$ cat src/rtl/mpmc11_cmd_fifo_arb.sv
// ----------------------------------------------------------------------------
// mpmc11_cmd_fifo_arb
//
// Round-robin arbiter that pops one command at a time from up to eight
// requester command FIFOs and hands it to the memory controller. After a pop
// it waits for the controller to leave IDLE (acceptance). If the controller
// never leaves IDLE within TMO cycles, the arbiter raises a one-cycle timeout
// pulse and abandons the command. If the controller does accept, the arbiter
// waits for it to return to IDLE before looking for the next command.
//
// Ports
//   clk            in   single clock, rising edge
//   rst_n          in   asynchronous active-low reset
//   state          in   current controller state (mpmc11_state_t)
//   calib_complete in   memory calibration done; gates new grants only
//   empty          in   [NPORT] per-port command FIFO empty flags
//   rd_rst_busy    in   [NPORT] per-port FIFO read-side reset-busy flags
//   rd             out  [NPORT] one-hot FIFO pop strobe (registered)
//   sel            out  [3] index of the granted port (registered, sticky)
//   sel_valid      out  high while sel names the command being serviced
//   tmo_err        out  one-cycle pulse on acceptance timeout
// ----------------------------------------------------------------------------

package mpmc11_pkg;

    typedef enum logic [2:0] {
        IDLE     = 3'd0,
        ACTIVATE = 3'd1,
        READ     = 3'd2,
        WRITE    = 3'd3,
        REFRESH  = 3'd4
    } mpmc11_state_t;

endpackage

module mpmc11_cmd_fifo_arb
    import mpmc11_pkg::*;
#(
    parameter int unsigned NPORT = 8,   // number of requester FIFOs, 2..8
    parameter int unsigned TMO   = 15   // acceptance timeout in cycles, 1..255
) (
    input  logic                 clk,
    input  logic                 rst_n,
    input  mpmc11_state_t        state,
    input  logic                 calib_complete,
    input  logic [NPORT-1:0]     empty,
    input  logic [NPORT-1:0]     rd_rst_busy,
    output logic [NPORT-1:0]     rd,
    output logic [2:0]           sel,
    output logic                 sel_valid,
    output logic                 tmo_err
);

    localparam logic [1:0] A_IDLE = 2'd0;   // looking for a command
    localparam logic [1:0] A_WAIT = 2'd1;   // popped, waiting for controller to accept
    localparam logic [1:0] A_BUSY = 2'd2;   // accepted, waiting for controller to finish

    logic [1:0]       fsm_q, fsm_d;
    logic [2:0]       ptr_q, ptr_d;
    logic [7:0]       cnt_q, cnt_d;
    logic [NPORT-1:0] rd_d;
    logic [2:0]       sel_d;
    logic             sel_valid_d;
    logic             tmo_err_d;

    logic [NPORT-1:0] eligible;
    logic [7:0]       elig8;
    logic             found;
    logic [2:0]       grant_idx;
    logic [3:0]       scan_sum;
    logic             grant_ok;
    logic [3:0]       ptr_inc;
    logic [7:0]       rd8;

    assign eligible = ~empty & ~rd_rst_busy;
    // Zero-extend so a 3-bit index is always in range whatever NPORT is.
    assign elig8    = 8'(eligible);

    // First eligible port scanning upward from ptr, wrapping modulo NPORT.
    always_comb begin
        found     = 1'b0;
        grant_idx = 3'd0;
        scan_sum  = 4'd0;
        for (int unsigned k = 0; k < NPORT; k++) begin
            scan_sum = {1'b0, ptr_q} + 4'(k);
            if (scan_sum >= 4'(NPORT)) begin
                scan_sum = scan_sum - 4'(NPORT);
            end
            if (!found && elig8[scan_sum[2:0]]) begin
                found     = 1'b1;
                grant_idx = scan_sum[2:0];
            end
        end
    end

    // Grants are only considered from A_IDLE, so the edge that returns the
    // FSM to A_IDLE can never also pop a FIFO.
    assign grant_ok = (fsm_q == A_IDLE) && (state == IDLE) && calib_complete && found;

    assign ptr_inc = {1'b0, grant_idx} + 4'd1;
    assign rd8     = 8'd1 << grant_idx;

    always_comb begin
        fsm_d       = fsm_q;
        ptr_d       = ptr_q;
        cnt_d       = cnt_q;
        rd_d        = '0;
        sel_d       = sel;
        sel_valid_d = sel_valid;
        tmo_err_d   = 1'b0;

        case (fsm_q)
            A_IDLE: begin
                if (grant_ok) begin
                    rd_d        = rd8[NPORT-1:0];
                    sel_d       = grant_idx;
                    sel_valid_d = 1'b1;
                    ptr_d       = (ptr_inc == 4'(NPORT)) ? 3'd0 : ptr_inc[2:0];
                    cnt_d       = 8'd0;
                    fsm_d       = A_WAIT;
                end
            end

            A_WAIT: begin
                if (state != IDLE) begin
                    fsm_d = A_BUSY;
                    cnt_d = 8'd0;
                end else if (cnt_q == 8'(TMO - 1)) begin
                    // This edge brings the count to TMO: give up on the command.
                    fsm_d       = A_IDLE;
                    tmo_err_d   = 1'b1;
                    sel_valid_d = 1'b0;
                    cnt_d       = 8'd0;
                end else begin
                    cnt_d = cnt_q + 8'd1;
                end
            end

            A_BUSY: begin
                if (state == IDLE) begin
                    fsm_d       = A_IDLE;
                    sel_valid_d = 1'b0;
                end
            end

            default: begin
                fsm_d       = A_IDLE;
                sel_valid_d = 1'b0;
                cnt_d       = 8'd0;
            end
        endcase
    end

    always_ff @(posedge clk or negedge rst_n) begin
        if (!rst_n) begin
            fsm_q     <= A_IDLE;
            ptr_q     <= 3'd0;
            cnt_q     <= 8'd0;
            rd        <= '0;
            sel       <= 3'd0;
            sel_valid <= 1'b0;
            tmo_err   <= 1'b0;
        end else begin
            fsm_q     <= fsm_d;
            ptr_q     <= ptr_d;
            cnt_q     <= cnt_d;
            rd        <= rd_d;
            sel       <= sel_d;
            sel_valid <= sel_valid_d;
            tmo_err   <= tmo_err_d;
        end
    end

    rd_onehot_a : assert property (@(posedge clk) disable iff (!rst_n) $onehot0(rd));

endmodule

$ cat config.mk
export PLATFORM = sky130hd
export DESIGN_NAME = mpmc11_cmd_fifo_arb
export DESIGN_NICKNAME = d
export VERILOG_FILES = /design/src/rtl/mpmc11_cmd_fifo_arb.sv
export SDC_FILE = /design/constraint.sdc
export NUM_CORES = 1
export LEC_CHECK = 0
export ABC_AREA = 1
export CAP_MARGIN = 15
export CORE_ASPECT_RATIO = 0.8
export CORE_MARGIN = 5
export CORE_UTILIZATION = 55
export DETAILED_ROUTE_END_ITERATION = 16
export PLACE_DENSITY = 0.83
export SYNTH_ARGS = -nofsm -noshare
export SYNTH_HDL_FRONTEND = slang
export SYNTH_SLANG_ARGS = --single-unit
export TNS_END_PERCENT = 30
$ cat constraint.sdc
create_clock -name clk -period 4.3 [get_ports clk]
set_input_delay 0.86 -clock clk [delete_from_list [all_inputs] [get_ports clk]]
set_output_delay 0.86 -clock clk [all_outputs]
set_load 0.02 [all_outputs]
==> metrics.yaml, run 1 <==
timing:
  fin_setup_tns_ns: 0
  period_minus_slack_ns: 3.39
  post-route-period-util_pct: 79.0
  slew-limit-headroom_pct: 64.8
  fin_ws_ns: 0.905
  rsz0062_at_grt: "no"
  fmax_ghz: 0.295
  maxSlewViolCount: 0
  tightest_slew_ns: 0.525
  final-setup-viol-count: 0
  whs_ns: 0.497
  hold_viol: 0
  finClkSkew_ns: 0.00779
clock_network:
  cts-buffers-inserted: 3
  post_cts_resized: 0
  clock-root-buffer: "clkbuf_8"
  clk_path_buf_depth: 2
  clock_latency_ns: 0.27
  clkTransAtPathRegs_ns: 0.08
  post_cts_buffers: 0
  hold_buffers: 0
  cts_tree: "yes"
  htree_levels: 1
  clkSinkCount: 26
yosys:
  syn_nets: 316
  syn_area_mm2: 0.00197
  synth_ff_type: "dfrtp_1"
  ys_warn_count: 0
  synth_edf_count: 0
  synth_cells: 284
  ys_ff_latch: 26
  async_flop_share_pct: 100
  synth-seq-area-share_pct: 33.0
  ys_types: 26
  syn_avg_cell_area_um2: 6.93
cells_and_area:
  layout_commonest_cell: "nand2_1"
  multi_input_area_mm2: 0.00115
  area_delta_synth_final_pct: 22.6
  nFillCells: 286
  diodes: 0
  regArea_um2: 651
  final_cell_mix: "nand2_1, nand3_1, clkdlybuf4s50_1"
  post-route-util_pct: 70.1
  layout.nets: 353
  stdcell_count: 362
  drive_gt1_share_pct: 9.69
  final_cell_area_mm2: 0.00241
global_routing:
  grt_pass1_vias: 1789
  grt_overflow_total: 0
  antenna_found_initial: 0
  grt_start_max_net_pins: 24
  grt_pass1_wl_mm: 7.88
  grt_usage_pct: 19.5
power_and_ir_drop:
  vdd_drop_max_mv: 0.543
  leakage_nw: 1.22
  power.density_mw_per_mm2: 741
  p_total_mw: 1.79
worst_setup_path:
  cp_max_fo: 12
  crit_buf_inv: 3
  critPathArrivalTime_ns: 3.54
  endpoint_kind: "flip-flop"
  worstSetupStartpointType: "flip-flop"
  cp_slowest_cell: "dfrtp_1"
  crit_family: "simple AND/OR/NAND/NOR gates"
  worstSetupPathType: "flip-flop to flip-flop"
  cpPeakStageDelay_ns: 0.60
  path_cells: "inv_2, ha_1, inv_1, nand3_1, nand3_2, nand2_2, nor2_4, nand2_1, nor2_1, nor2_1, nor2_1, nand3_1, nand2_1, inv_1, ha_1, ha_1, nand2_1, o21ai_0"
  cp.required_ns: 4.45
  worst-r2r-setup-slack_ns: 0.91
run_status:
  outcome: "finished clean"
detailed_routing:
  wirelength_mm: 4.43
  wire_per_inst_um: 12.2
  drtAntennaViolNets: 0
  drcViolationCount: 0
  initialDrtViolationCount: 135
  dr.pass1.iters: 4
  route.vias.total: 1863
  vias_per_cell: 5.15
floorplan:
  die_w_um: 76.9
  die_area_mm2: 0.00488
  row_count: 19
  chipHeight_um: 63.5
  initial_core_util_pct: 57.1
  core_mm2: 0.00345
  pin_count: 35
place:
  dp_slack_ns: 0.888
  gp_congestion: 0.937
  postPlaceCellArea_mm2: 0.00233
  placedCellCount: 357
  numPortBuffers: 34
  place_hpwl_mm: 3.59
min_path:
  min_path_type: "flip-flop to flip-flop"
run:
  drv_cap: 0
-- power breakdown --
part,switching (mW),internal [mW]
Clock,0.0741,0.0819
Sequential,0.0650,0.283
Combinational,0.859,0.425
Total,0.998,0.791
-- cells by family (layout without fill, tap and decap cells) --
kind of cell	after synthesis	count (layout)	synth area share, %
compound gates	18	18	4.76
xor+xnor	6	6	3.81
fa+ha+maj	10	10	6.35
flops	26	26	33.0
simple gates	184	184	43.3
buf+inv	40	76	8.77
-- cell usage after synthesis, types with 2 or more instances --
cell	instances	area share, %
nand3_1	35	8.9
xor2_2	3	2.5
nand3_2	3	1.5
nand4_1	7	2.2
xor2_1	3	1.3
nor2_1	31	5.9
nor2_2	3	0.95
nand2_1	90	17
inv_1	31	5.9
dfrtp_1	26	33
ha_1	10	6.4
nand2_2	4	1.3
nand2_4	2	1.1
buf_4	2	0.76
inv_2	5	0.95
buf_6	2	1.1
o21ai_0	10	2.5
nor3_1	3	0.76
a21oi_1	6	1.5
nor2_4	2	1.1
-- tightest hold or removal path, stage by stage, from the launching register on --
cell and delay [ns]:
dfrtp_1 0.35, nand2_1 0.05, nand2_1 0.06
-- state kept, by name, indices dropped and copies added, names as in the netlist --
signal and flops:
tmo_err 1, cnt_q 8, sel 3, fsm_q 2, rd 8, ptr_q 3, sel_valid 1
-- cell type report --
class,instances,share of cell area [%]
sequential,26,26.9
clock buffer,4,2.28
multi-input combinational,218,47.5
inverter,36,5.60
tap,42,2.18
timing repair buffer,36,15.5
-- path summary, 6_finish.rpt --
| path | start | to | cells past startpoint |
|---|---|---|---|
| worst min register to register | sel[1] | sel[1] | 2 |
| worst min-delay path | sel[1] | sel[1] | 2 |
| max in group asynchronous | rst_n | sel[1] | 3 |
| worst max-delay path | ptr_q[0] | ptr_q[2] | 18 |
| min in group asynchronous | rst_n | cnt_q[6] | 1 |
| worst max register to register | ptr_q[0] | ptr_q[2] | 18 |
-- routing by layer --
metal	vias up	global-route usage, %	share of wire [%]
li1	976	-	-
met1	820	29.6	51
met2	61	26.0	40
met3	6	6.41	8.0
met4	0	5.46	0.99
met5	-	0	0
Power figures use the tool's default switching activity.
==> run 2: changes to the inputs <==
--- a/config.mk
+++ b/config.mk
@@ -9,9 +9,9 @@
 export CAP_MARGIN = 15
 export CORE_ASPECT_RATIO = 0.8
 export CORE_MARGIN = 5
-export CORE_UTILIZATION = 55
+export CORE_UTILIZATION = 48
 export DETAILED_ROUTE_END_ITERATION = 16
-export PLACE_DENSITY = 0.83
+export PLACE_DENSITY = 0.77
 export SYNTH_ARGS = -nofsm -noshare
 export SYNTH_HDL_FRONTEND = slang
 export SYNTH_SLANG_ARGS = --single-unit
==> constraint.sdc (replaced) <==
create_clock -name clk -period 2.7 [get_ports clk]
set_input_delay 0.54 -clock clk [delete_from_list [all_inputs] [get_ports clk]]
set_output_delay 0.54 -clock clk [all_outputs]
set_load 0.02 [all_outputs]
==> run 2 against run 1 <==
The flow now finishes with violations (setup timing). Sequential share of layout area down 6.0 points. Hold slack better by 0.010 ns. Clock skew down 0.0050 ns. Total power rose to 2.7 times the previous value. Largest cell class unchanged. Highest routed layer unchanged. Via count up 33%.
==> metrics.yaml, run 2 (synthesis results as in run 1) <==
clock_network:
  cts_tree: "yes"  # unchanged
  clkSinkCount: 26  # unchanged
  hold_buffers: 0  # unchanged
  htree_levels: 1  # unchanged
  clock-root-buffer: "clkbuf_8"  # unchanged
  clkTransAtPathRegs_ns: 0.09  # was 0.08 ns
  clock_latency_ns: 0.27  # about the same
  clk_path_buf_depth: 2  # unchanged
  cts-buffers-inserted: 3  # unchanged
detailed_routing:
  drcViolationCount: 0  # unchanged
  initialDrtViolationCount: 371  # was 135
  route.vias.total: 2482  # was 1,863
  dr.pass1.iters: 5  # was 4
  wire_per_inst_um: 17.2  # was 12.2 um
  vias_per_cell: 5.85  # was 5.15
  wirelength_mm: 7.28  # was 4.43 mm
  drtAntennaViolNets: 0  # unchanged
timing:
  maxSlewViolCount: 0  # unchanged
  tightest_slew_ns: 0.461  # was 0.525 ns
  slew-limit-headroom_pct: 68.9  # was 64.8%
  fmax_ghz: 0.360
  post-route-period-util_pct: 103
  hold_viol: 0  # unchanged
  fin_setup_tns_ns: -0.522  # was 0 ns
  final-setup-viol-count: 9  # was 0
  finClkSkew_ns: 0.00275  # was 0.00779 ns
  fin_ws_ns: -0.0805  # was 0.905 ns
  period_minus_slack_ns: 2.78
floorplan:
  die_area_mm2: 0.00549  # was 0.00488 mm^2
  core_mm2: 0.00388  # was 0.00345 mm^2
  chipHeight_um: 67.3  # was 63.5 um
  row_count: 20  # was 19
  die_w_um: 81.6  # was 76.9 um
  initial_core_util_pct: 50.8  # was 57.1%
  pin_count: 35  # unchanged
run:
  drv_cap: 0  # unchanged
worst_setup_path:
  crit_family: "simple AND/OR/NAND/NOR gates"  # unchanged
  cpPeakStageDelay_ns: 0.50  # was 0.60 ns
  crit_cells: 17  # was 18
  cp_max_fo: 7  # was 12
  cp.required_ns: 2.90  # was 4.45 ns
  reg2reg_depth: 17  # was 18
  cp_slowest_cell: "clkdlybuf4s50_1"  # was dfrtp_1
  worstSetupStartpointType: "input port"  # was flip-flop
  r2r-end: "rd[1]"  # was ptr_q[2]
  path_cells: "clkdlybuf4s50_1, nor2_2, nand2_2, nand3_2, nand3_2, nand2_2, nor2_4, nand4_4, nor2_4, nand2_2, nand4_1, nand2_2, inv_2, buf_4, ha_1, nand2_2, a21oi_2"  # was inv_2, ha_1, inv_1, nand3_1, nand3_2, nand2_2, nor2_4, nand2_1, nor2_1, nor2_1, nor2_1, nand3_1, nand2_1, inv_1, ha_1, ha_1, nand2_1, o21ai_0
  critPathArrivalTime_ns: 2.98  # was 3.54 ns
  worstSetupPathType: "input port to flip-flop"  # was flip-flop to flip-flop
  endpoint_kind: "flip-flop"  # unchanged
  reg2reg_from: "ptr_q[0]"  # unchanged
  critPathMostFrequentCell: "nand2_2"
  crit_buf_inv: 3  # unchanged
  worst-r2r-setup-slack_ns: -0.04  # was 0.91 ns
place:
  postPlaceCellArea_mm2: 0.00261  # was 0.00233 mm^2
  gp_congestion: 0.963  # was 0.937
  numPortBuffers: 34  # unchanged
  place_hpwl_mm: 4.25  # was 3.59 mm
global_routing:
  grt_usage_pct: 21.3  # was 19.5%
  grt_overflow_total: 0  # unchanged
  grt_pass1_vias: 1944  # was 1,789
  grt_start_max_net_pins: 27  # was 24
  grt_pass1_wl_mm: 8.99  # was 7.88 mm
  antenna_found_initial: 0  # unchanged
power_and_ir_drop:
  leakage_nw: 1.65  # was 1.22 nW
  vdd_drop_max_mv: 0.991  # was 0.543 mV
  power.density_mw_per_mm2: 1530  # was 741 mW/mm^2
cells_and_area:
  multi_input_area_mm2: 0.00142  # was 0.00115 mm^2
  area_delta_synth_final_pct: 57.9  # was 22.6%
  nFillCells: 225  # was 286
  layout.nets: 402  # was 353
  reg_top3: "cnt_q: 8 flops, rd: 8 flops"  # unchanged
  layout_commonest_cell: "nand2_1"  # unchanged
  regArea_um2: 652  # was 651 um^2
  drive_gt1_share_pct: 36.3  # was 9.69%
  diodes: 0  # unchanged
  final_cell_mix: "nand2_1, buf_4, inv_1"  # was nand2_1, nand3_1, clkdlybuf4s50_1
  final_cell_area_mm2: 0.00311  # was 0.00241 mm^2
  post-route-util_pct: 80.2  # was 70.1%
min_path:
  min_to: "sel[1]"  # unchanged
  worstHoldStart: "sel[1]"  # unchanged
  min_path_cells: 2  # unchanged
  min_path_type: "flip-flop to flip-flop"  # unchanged
run_status:
  outcome: "finished with violations"  # was finished clean
  failed_checks: "setup timing"
## run 2: cell types whose count changed in the layout (fill, tap and decap cells not counted), sizes merged
cell           previous run  this run
dlymetal6s2s              0        13
clkdlybuf4s50            34        21
buf                       2        51
## run 2: worst min-delay path, cell delays in order (launching register included)
cell,delay (ns)
dfrtp_1,0.36
nand2_1,0.05
nand2_1,0.06
## run 2: layout make-up
| cell class | instances | share of cell area (%) |
|---|---|---|
| multi-input cells | 218 | 45.8 |
| repair buffers | 85 | 24.8 |
| flip-flops and latches | 26 | 21.0 |
| inverters | 36 | 4.51 |
| well taps | 55 | 2.21 |
| clock buffers | 4 | 1.77 |
## run 2: metal layers
layer / share of wire [%] / global-route usage [%] / up-vias
li1: - / - / 1079
met1: 40 / 31.7 / 1173
met2: 45 / 31.7 / 183
met3: 10 / 5.33 / 47
met4: 4.4 / 3.11 / 0
met5: 0 / 0 / -
## run 2: report_power, final
group          internal [mW]  leakage (nW)  switching [mW]
logic                   1.70          1.27            2.27
registers              0.454         0.352          0.0755
clock network          0.131        0.0288           0.121
total                   2.28          1.65            2.46
## run 2: metrics by stage
stage / instances / power (mW) / hold WS (ns) / setup slack, ns
global placement: 405 / 3.22 / 0.472 / -0.259
finish: 424 / 4.75 / 0.507 / -0.0805
global route: 424 / 5.01 / 0.556 / -0.229
detailed placement: 405 / 3.30 / 0.483 / -0.364
floorplan: 284 / 2.15 / 0.244 / 0.0190
CTS: 414 / 3.72 / 0.505 / 0.00670
## run 2: worst max path at each step
| stage | startpoint | endpoint |
|---|---|---|
| 3_5_place_dp | empty[5] | ptr_q[2] |
| 4_1_cts | empty[5] | ptr_q[2] |
| 2_1_floorplan | ptr_q[1] | ptr_q[2] |
| 6_report | empty[1] | rd[1] |
| 3_3_place_gp | empty[4] | ptr_q[2] |
| 5_1_grt | empty[1] | rd[0] |
## run 2: repair_timing
| action | CTS | global route |
|---|---|---|
| endpoints found under the setup margin | 8 | 19 |
| resized for setup | 9 | 78 |
| pin swaps | 2 | 37 |
| buffers inserted | 5 | 10 |
==> run 3: changes to the inputs <==
--- a/config.mk
+++ b/config.mk
@@ -5,13 +5,12 @@
 export SDC_FILE = /design/constraint.sdc
 export NUM_CORES = 1
 export LEC_CHECK = 0
-export ABC_AREA = 1
 export CAP_MARGIN = 15
 export CORE_ASPECT_RATIO = 0.8
 export CORE_MARGIN = 5
-export CORE_UTILIZATION = 48
+export CORE_UTILIZATION = 55
 export DETAILED_ROUTE_END_ITERATION = 16
-export PLACE_DENSITY = 0.77
+export PLACE_DENSITY = 0.88
 export SYNTH_ARGS = -nofsm -noshare
 export SYNTH_HDL_FRONTEND = slang
 export SYNTH_SLANG_ARGS = --single-unit
==> constraint.sdc (replaced) <==
create_clock -name clk -period 3.11 [get_ports clk]
set_input_delay 0.622 -clock clk [delete_from_list [all_inputs] [get_ports clk]]
set_output_delay 0.622 -clock clk [all_outputs]
set_load 0.02 [all_outputs]
==> run 3 against run 2 <==
The flow still finishes with violations (setup timing). Synthesized cell count decreased by 14%. Non-clock buffer count increased by 12. Register-to-register slack got worse by 0.05 ns. Clock power decreased by 25%. Clock-buffer cell count decreased by 1. Sequential power decreased by 4.2%. Critical path type is now flip-flop to flip-flop.
==> metrics.yaml, run 3 <==
run_status:
  outcome: "finished with violations"  # unchanged
  failed_checks: "setup timing"  # unchanged
timing:
  rsz0062_at_grt: "yes"
  whs_ns: 0.523  # was 0.507 ns
  maxSlewViolCount: 0  # unchanged
  fmax_ghz: 0.312
  hold_viol: 0  # unchanged
  finClkSkew_ns: 0.0161  # was 0.00275 ns
  fin_ws_ns: -0.0921  # was -0.0805 ns
  final-setup-viol-count: 8  # was 9
  tightest_slew_ns: 0.533  # was 0.461 ns
  period_minus_slack_ns: 3.20
  post-route-period-util_pct: 103
  slew-limit-headroom_pct: 64.4  # was 68.9%
global_routing:
  antenna_found_initial: 0  # unchanged
  grt_overflow_total: 0  # unchanged
  grt_pass1_wl_mm: 11.4  # was 8.99 mm
  grt_pass1_vias: 2391  # was 1,944
  grt_usage_pct: 27.2  # was 21.3%
  grt_start_max_net_pins: 27  # unchanged
min_path:
  worstHoldStart: "sel[0]"  # was sel[1]
  min_path_type: "flip-flop to flip-flop"  # unchanged
yosys:
  ys_ff_latch: 26  # unchanged
  synth_ff_type: "dfrtp_1"  # unchanged
  synth_top_cells_by_count: "nor2_1, dfrtp_1, nand2_1, a21oi_1, ha_1"  # was nand2_1, nand3_1, inv_1, nor2_1, dfrtp_1
  synth_cells: 243  # was 284
  synth_area_leaders: "dfrtp_1, mux4_2, mux4_1, ha_1, nor2_1"  # was dfrtp_1, nand2_1, nand3_1, ha_1, inv_1
  ys_types: 68  # was 26
  synth-seq-area-share_pct: 28.2  # was 33.0%
  yosysMostFrequentCell: "nor2_1"  # was nand2_1
  synth_edf_count: 0  # unchanged
  syn_area_mm2: 0.00231  # was 0.00197 mm^2
  async_flop_share_pct: 100  # unchanged
  yosysTopAreaCell: "dfrtp_1"  # unchanged
  syn_avg_cell_area_um2: 9.50  # was 6.93 um^2
  synth_top_area_share_pct: 28.2  # was 33.0%
  syn_nets: 275  # was 316
  ys_warn_count: 0  # unchanged
detailed_routing:
  drcViolationCount: 0  # unchanged
  initialDrtViolationCount: 308  # was 371
  wire_per_inst_um: 21.9  # was 17.2 um
  drtAntennaViolNets: 0  # unchanged
  dr.pass1.iters: 6  # was 5
  wirelength_mm: 8.52  # was 7.28 mm
  route.vias.total: 2651  # was 2,482
  vias_per_cell: 6.81  # was 5.85
clock_network:
  clock-root-buffer: "clkbuf_8"  # unchanged
  clkTransAtPathRegs_ns: 0.09  # about the same
  cts_tree: "yes"  # unchanged
  htree_levels: 1  # unchanged
  clk_path_buf_depth: 2  # unchanged
  cts-buffers-inserted: 3  # unchanged
  clock_latency_ns: 0.28  # was 0.27 ns
  clkSinkCount: 26  # unchanged
floorplan:
  die_w_um: 82.4  # was 81.6 um
  chipHeight_um: 67.9  # was 67.3 um
  row_count: 21  # was 20
  pin_count: 35  # unchanged
  initial_core_util_pct: 56.0  # was 50.8%
  core_mm2: 0.00413  # was 0.00388 mm^2
  die_area_mm2: 0.00560  # was 0.00549 mm^2
power_and_ir_drop:
  seqPwrFrac_pct: 11.1  # was 11.2%
  power.density_mw_per_mm2: 1320  # was 1530 mW/mm^2
  pwr-share-clk_pct: 4.1  # was 5.3%
  leakage_nw: 1.49  # was 1.65 nW
  p_total_mw: 4.56  # was 4.75 mW
  vdd_drop_max_mv: 0.942  # was 0.991 mV
  p_comb_share_pct: 84.7  # was 83.6%
  p_switching_mw: 2.12  # was 2.46 mW
  swShare_pct: 46.5  # was 51.9%
  p_int_mw: 2.44  # was 2.28 mW
worst_setup_path:
  critPathArrivalTime_ns: 3.35  # was 2.98 ns
  endpoint_kind: "flip-flop"  # unchanged
  worstSetupStartpointType: "flip-flop"  # was input port
  cp.required_ns: 3.26  # was 2.90 ns
  startpoint: "ptr_q[0]"  # was empty[1]
  worst-r2r-setup-slack_ns: -0.09  # was -0.04 ns
  cp_max_fo: 8  # was 7
  reg2reg_from: "ptr_q[0]"  # unchanged
  worstSetupPathType: "flip-flop to flip-flop"  # was input port to flip-flop
cells_and_area:
  nFillCells: 221  # was 225
  reg_top3: "cnt_q: 8 flops, rd: 8 flops"  # unchanged
  area_delta_synth_final_pct: 49.5  # was 57.9%
  diodes: 0  # unchanged
  layout_commonest_cell: "buf_4"  # was nand2_1
  final_cell_mix: "buf_4, nor2_1, dfrtp_1"  # was nand2_1, buf_4, inv_1
  final_cell_area_mm2: 0.00345  # was 0.00311 mm^2
  stdcell_count: 389  # was 424
  regArea_um2: 652  # unchanged
  multi_input_area_mm2: 0.00179  # was 0.00142 mm^2
  drive_gt1_share_pct: 37.3  # was 36.3%
  layout.nets: 366  # was 402
place:
  postPlaceCellArea_mm2: 0.00303  # was 0.00261 mm^2
  numPortBuffers: 34  # unchanged
  dp_slack_ns: -0.524  # was -0.364 ns
  placedCellCount: 370  # was 405
  gp_congestion: 1.01  # was 0.963
  place_hpwl_mm: 5.29  # was 4.25 mm
run:
  drv_cap: 0  # unchanged
## run 3: worst paths after layout
check	cells after the start	end
hold reg to reg	1	sel[0]
setup / recovery	10	sel[2]
hold / removal	1	sel[0]
setup reg to reg	10	sel[2]
max in group asynchronous	2	rd[5]
min in group asynchronous	2	cnt_q[6]
## run 3: power by group through the flow
stage / clock [mW] / combinational (mW) / sequential [mW]
final: 0.189 / 3.86 / 0.507
after global routing: 0.202 / 4.02 / 0.513
after CTS: 0.187 / 2.86 / 0.476
after detailed placement: 0 / 2.64 / 0.482
after global placement: 0 / 2.55 / 0.479
after floorplan: 0 / 1.57 / 0.496
## run 3: worst max-delay path, stage by stage, from the launching register on
cell	delay, ns
dfrtp_2	0.53
buf_6	0.18
nor3b_4	0.15
or2_4	0.28
mux4_2	0.55
nand3b_1	0.32
buf_4	0.22
nor4b_4	0.31
a31oi_4	0.09
buf_4	0.19
mux2_4	0.25
## run 3: area by class of cell
cell class | count | share of cell area [%]
well taps | 57 | 2.07
flip-flops and latches | 26 | 18.9
clock buffers | 3 | 1.20
inverters | 9 | 1.09
repair buffers | 97 | 24.9
multi-input cells | 197 | 51.9
## run 3: metrics by stage
step	utilization, %	TNS (ns)
final	83.7	-0.319
after detailed placement	73.6	-5.85
after floorplan	-	0
after CTS	76.3	0
after global routing	83.7	-0.891
after global placement	73.6	-3.63
## run 3: what timing repair did
action | 4_1_cts | 5_1_grt
hold buffers | 0 | 0
gates resized for setup | 39 | 35
cloned | 0 | 1
setup endpoints to repair | 12 | 9
pin swaps | 9 | 13
buffers inserted | 2 | 13
## run 3: per-layer routing
metal,routed length [um],up-vias,track usage (%)
li1,-,1108,-
met1,3260,1241,34.0
met2,3740,233,43.1
met3,1050,69,9.61
met4,472,0,10.4
met5,0,-,0
## run 3: cells by family after synthesis
group	after synthesis	share of synthesized area (%)
flip-flops	26	28.2
multiplexers	23	17.6
buffers and inverters	20	3.96
AND/OR/NAND/NOR	100	23.3
AO/OA/AOI/OAI	56	18.2
adder cells (fa/ha/maj)	10	5.42
XOR/XNOR	8	3.36
